<file path="config.mk">
export PLATFORM = sky130hd
export DESIGN_NAME = disparity_out_packer
export DESIGN_NICKNAME = d
export VERILOG_FILES = /design/src/rtl/disparity_out_packer.sv
export SDC_FILE = /design/constraint.sdc
export NUM_CORES = 1
export LEC_CHECK = 0
export CORE_ASPECT_RATIO = 1.1
export CORE_MARGIN = 2
export CORE_UTILIZATION = 53
export CTS_CLUSTER_SIZE = 28
export DETAILED_ROUTE_END_ITERATION = 8
export GPL_TIMING_DRIVEN = 0
export PLACE_DENSITY = 0.79
export RECOVER_POWER = 25
export SYNTH_ARGS = -nofsm -noshare
export SYNTH_HDL_FRONTEND = slang
export SYNTH_SLANG_ARGS = --single-unit
export TNS_END_PERCENT = 5
</file>
<file path="constraint.sdc">
create_clock -name clk -period 2.87 [get_ports clk]
set_input_delay 0.861 -clock clk [delete_from_list [all_inputs] [get_ports clk]]
set_output_delay 0.861 -clock clk [all_outputs]
set_load 0.005 [all_outputs]
</file>
<file path="src/rtl/disparity_out_packer.sv">
// rtl/disparity_out_packer.sv - packs framed disparity pixels into fixed-width output words
// Frames start on pix_sof; the last word of a frame is zero-padded when the frame ends mid-word.
module disparity_out_packer #(
  parameter int pix_width    = 8,
  parameter int pix_per_word = 2,
  parameter int frame_pixels = 64
) (
  input  logic                              clk,
  input  logic                              reset_n,
  input  logic                              pix_valid,
  input  logic                              pix_sof,
  input  logic [pix_width-1:0]              pix_data,
  output logic                              out_valid,
  output logic [pix_width*pix_per_word-1:0] out_data,
  output logic                              frame_done,
  output logic                              sync_err,
  output logic [15:0]                       word_count
);

  localparam int word_w = pix_width * pix_per_word;
  localparam int cnt_w  = $clog2(frame_pixels + 1);
  localparam int slot_w = (pix_per_word > 1) ? $clog2(pix_per_word) : 1;
  localparam logic [cnt_w-1:0]  last_cnt  = cnt_w'(frame_pixels);
  localparam logic [slot_w-1:0] last_slot = slot_w'(pix_per_word - 1);

  typedef enum logic {IDLE, RUN} state_t;

  state_t              state, state_nxt;
  logic [cnt_w-1:0]    pix_cnt, pix_cnt_nxt;
  logic [slot_w-1:0]   slot_cnt, slot_cnt_nxt;
  logic [word_w-1:0]   shift_reg, shift_reg_nxt;
  logic [word_w-1:0]   out_data_nxt;
  logic                out_valid_nxt, frame_done_nxt, sync_err_nxt;
  logic                start, take;
  logic [slot_w-1:0]   cur_slot;
  logic [cnt_w-1:0]    cur_cnt;
  logic [word_w-1:0]   cur_word;

  always_ff @(posedge clk or negedge reset_n) begin
    if (!reset_n) begin
      state      <= IDLE;
      pix_cnt    <= '0;
      slot_cnt   <= '0;
      shift_reg  <= '0;
      out_valid  <= 1'b0;
      out_data   <= '0;
      frame_done <= 1'b0;
      sync_err   <= 1'b0;
      word_count <= '0;
    end else begin
      state      <= state_nxt;
      pix_cnt    <= pix_cnt_nxt;
      slot_cnt   <= slot_cnt_nxt;
      shift_reg  <= shift_reg_nxt;
      out_valid  <= out_valid_nxt;
      out_data   <= out_data_nxt;
      frame_done <= frame_done_nxt;
      sync_err   <= sync_err_nxt;
      if (out_valid_nxt) word_count <= word_count + 16'd1;
    end
  end

  always_comb begin
    state_nxt      = state;
    pix_cnt_nxt    = pix_cnt;
    slot_cnt_nxt   = slot_cnt;
    shift_reg_nxt  = shift_reg;
    out_data_nxt   = out_data;
    out_valid_nxt  = 1'b0;
    frame_done_nxt = 1'b0;

    // An SOF pixel always opens a fresh word and frame, discarding any partial word.
    start        = pix_valid && pix_sof;
    take         = start || (pix_valid && (state == RUN));
    sync_err_nxt = start && (state == RUN);
    cur_slot     = start ? '0 : slot_cnt;
    cur_cnt      = start ? cnt_w'(1) : pix_cnt + cnt_w'(1);
    cur_word     = start ? '0 : shift_reg;
    cur_word[int'(cur_slot)*pix_width +: pix_width] = pix_data;

    if (take) begin
      state_nxt     = RUN;
      pix_cnt_nxt   = cur_cnt;
      slot_cnt_nxt  = cur_slot + slot_w'(1);
      shift_reg_nxt = cur_word;
      if ((cur_slot == last_slot) || (cur_cnt == last_cnt)) begin
        out_valid_nxt = 1'b1;
        out_data_nxt  = cur_word;
        slot_cnt_nxt  = '0;
        shift_reg_nxt = '0;
      end
      if (cur_cnt == last_cnt) begin
        frame_done_nxt = 1'b1;
        state_nxt      = IDLE;
        pix_cnt_nxt    = '0;
      end
    end
  end

endmodule

</file>
==> flow_metrics.env <==
export IMPL_status="complete, but fails checks"
export IMPL_violations="capacitance limit, slew limit"
export IMPL_clkSinkCount=60
export IMPL_final_area_mm2=0.003755
export IMPL_crit_end="out_data[10]"
export IMPL_grt_pass1_vias=2366
export IMPL_synth_area_mm2=0.002962
export IMPL_crit_buf_inv=2
export IMPL_cts_htree_levels=3
export IMPL_cp_slowest_cell="a221oi_4"
export IMPL_crit_type="reg2reg"
export IMPL_routed_via_density=5.923
export IMPL_synth_edf_count=0
export IMPL_critPathTopFamily="compound AO/OA/AOI/OAI gates"
export IMPL_worst_setup_path_start_kind="flip-flop"
export IMPL_maxCapViolCount=1
export IMPL_core_area_mm2=0.005395
export IMPL_critPathMaxStageDelay_ns=0.52
export IMPL_post_synth_top_count_cell="dfrtp_1"
export IMPL_grt_antenna_before_repair=0
export IMPL_synth_top_area_share_pct=50.70
export IMPL_floorplan_die_area_mm2=0.006203
export IMPL_yosys_warnings=0
export IMPL_yosys_top_cells_area="dfrtp_1 (51%), mux2_2 (5.3%), xnor2_1 (4.4%), nand2_1 (3.9%), nor3_1 (3.2%)"
export IMPL_arrival_ns=2.87
export IMPL_cts_max_path_buffers=2
export IMPL_yosys_top_cells_count="dfrtp_1 (60), nand2_1 (31), nor3_1 (19)"
export IMPL_min_period_ns=2.639
export IMPL_p_leak_nw=1.552
export IMPL_drt_iter0_drc=188
export IMPL_drv_slew=31
export IMPL_area_growth_pct=26.78
export IMPL_rr_startpoint="pix_cnt[0]"
export IMPL_p_int_w=0.001925
export IMPL_seqPwrFrac_pct=41.6
export IMPL_p_clk_share_pct=31.4
export IMPL_routed_wl_um=6894
export IMPL_rows=28
export IMPL_dr_pass1_iters=5
export IMPL_placed_area_mm2=0.003521
export IMPL_p_sw_w=0.0007654
export IMPL_io_buffers=45
export IMPL_fmax_ghz=0.3789
export IMPL_clkTransAtPathRegs_ns=0.07
export IMPL_synthDistinctLibCells=44
export IMPL_ys_ff_latch=60
export IMPL_cts_root_buf="clkbuf_8"
export IMPL_hold_class="reg2reg"
export IMPL_wl_per_cell_um=16.57
export IMPL_end_kind="flip-flop"
export IMPL_cellPowerDensity_mw_per_mm2=716.5
export IMPL_yosys_area_share_simple_pct=16.01
export IMPL_final_core_util_pct=69.60
export IMPL_power_w=0.002690
export IMPL_dpl_hpwl_um=4671
export IMPL_gp_congestion=0.8292
export IMPL_syn_instance_count=279
export IMPL_hold_viol=0
export IMPL_cp_startpoint="pix_cnt[0]"
export IMPL_die_h_um=82.40
export IMPL_nets=350
export IMPL_fillers=450
export IMPL_critPathMaxFanout=10
export IMPL_seq_area_frac_synth_pct=50.70
export IMPL_period_share_pct=91.95
export IMPL_clock_latency_ns=0.34
export IMPL_setup_viol=0
export IMPL_yosys_area_top_type="dfrtp_1"
export IMPL_crit_cells=8
export IMPL_rr_endpoint="out_data[10]"
export IMPL_post_cts_buffers=0
export IMPL_async_flop_share_pct=100.0
export IMPL_rsz0062_at_grt="no"
export IMPL_syn_avg_cell_area_um2=10.62
export IMPL_worstPathCellList="ha_2 -> nand3_1 -> or3_1 -> clkbuf_1 -> a221oi_4 -> o211ai_4 -> buf_6 -> a22o_1"
export IMPL_grt_pass1_wl_um=11520
export IMPL_switching_share_pct=28.45
export IMPL_vias=2464
export IMPL_clock_skew_ns=0.006615
export IMPL_r2r_cells=8
export IMPL_crit_required_ns=3.10
export IMPL_tightestPinTransition_ns=1.703
export IMPL_route_detailed_drc=0
export IMPL_syn_num_nets=293
export IMPL_rrSetupSlack_ns=0.23
export IMPL_antennaDiodeCount=0
export IMPL_cts_tree="yes"
export IMPL_synth_xor_area_share_pct=4.436
export IMPL_grt_usage_pct=24.80
export IMPL_drive_gt1_share_pct=12.61
export IMPL_synth_top_family_by_area="simple AND/OR/NAND/NOR gates"
export IMPL_grt_max_degree=32
export IMPL_synth_compound_gate_area_share_pct=15.04
export IMPL_io_pins=47
export IMPL_cts_buffers=9
export IMPL_synth_area_mux_share_pct=9.548
export IMPL_slew_headroom_pct=-13.52
export IMPL_yosys_area_share_adder_pct=0.8450
export IMPL_initial_utilization_pct=54.89
export IMPL_overflow=0
export IMPL_synth_ff_type="dfrtp_1"
export IMPL_ir_drop_mv=0.4718
export IMPL_die_w_um=75.28
export IMPL_p_comb_share_pct=26.9
export IMPL_ant_nets=0
[routing by layer]
metal,routed length (um),vias up,GRT usage [%]
met1,2980,1238,33.23
met5,0,-,0
met4,121,0,11.23
met3,362,11,3.398
li1,-,1127,-
met2,3429,88,40.09
[worst min path at each step]
| stage | from | end | slack (ns) | cells past startpoint |
|---|---|---|---|---|
| after floorplan | shift_reg[0] | shift_reg[0] | 0.45 | 2 |
| after detailed placement | shift_reg[14] | shift_reg[14] | 0.47 | 1 |
| final | shift_reg[4] | shift_reg[4] | 0.48 | 2 |
| after global placement | word_count[15] | word_count[15] | 0.46 | 1 |
| after CTS | word_count[15] | word_count[15] | 0.48 | 1 |
| after global routing | word_count[15] | word_count[15] | 0.50 | 1 |
[cell usage in the layout, fill, tap and decap left out, types with 10 or more instances in the layout]
cell type and count:
nand2_1 29, xnor2_1 15, o21ai_0 12, clkbuf_1 15
clkbuf_8 10, mux2_2 14, clkdlybuf4s50_1 44, dfrtp_1 60
nor3_1 19, and2_1 10
[tightest hold or removal path, delay by kind of cell, from the launching register on]
family	cells	cell delay [ns]
flops	1	0.34
compound gates	1	0.06
simple gates	1	0.05
[power by group through the flow]
| stage | combinational, W | clock, W | sequential [W] |
|---|---|---|---|
| 4_1_cts | 0.000725 | 0.000854 | 0.00112 |
| 3_3_place_gp | 0.000703 | 0 | 0.00113 |
| 3_5_place_dp | 0.000719 | 0 | 0.00113 |
| 2_1_floorplan | 0.000364 | 0 | 0.00112 |
| 5_1_grt | 0.000795 | 0.000883 | 0.00114 |
| 6_report | 0.000725 | 0.000845 | 0.00112 |
[layout make-up]
class | instances | area [um2] | area share, %
flip-flops and latches | 60 | 1501 | 39.99
multi-input cells | 195 | 1375 | 36.62
repair buffers | 46 | 464.2 | 12.36
clock buffers | 12 | 145.1 | 3.865
well taps | 75 | 93.84 | 2.499
plain buffers | 19 | 83.83 | 2.233
clock inverters | 4 | 72.57 | 1.933
inverters | 5 | 18.77 | 0.4998
[through the flow]
stage	setup WS (ns)	hold slack, ns	instances	setup TNS, ns
2_1_floorplan	0.4781	0.4460	279	0
3_3_place_gp	-0.9715	0.4606	399	-66.71
3_5_place_dp	-0.5075	0.4705	400	-9.985
4_1_cts	0.09703	0.4832	416	0
5_1_grt	0.04165	0.5006	416	0
6_report	0.2310	0.4808	416	0
[cells by family (layout without fill, tap and decap cells)]
| logic type | after synthesis | in the layout |
|---|---|---|
| xor gates and xnor gates | 15 | 15 |
| buffers and inverters | 24 | 86 |
| and+or+nand+nor | 94 | 94 |
| adders and majority gates | 2 | 2 |
| AOI/OAI and AO/OA | 58 | 58 |
| muxes | 26 | 26 |
| DFF | 60 | 60 |
[what timing repair did]
action                     4_1_cts  5_1_grt
hold buffers                     0        0
setup endpoints to repair       20       20
pin swaps                        0        1
resized for setup                2        5
Note: power is estimated with default switching activity, not from simulation.
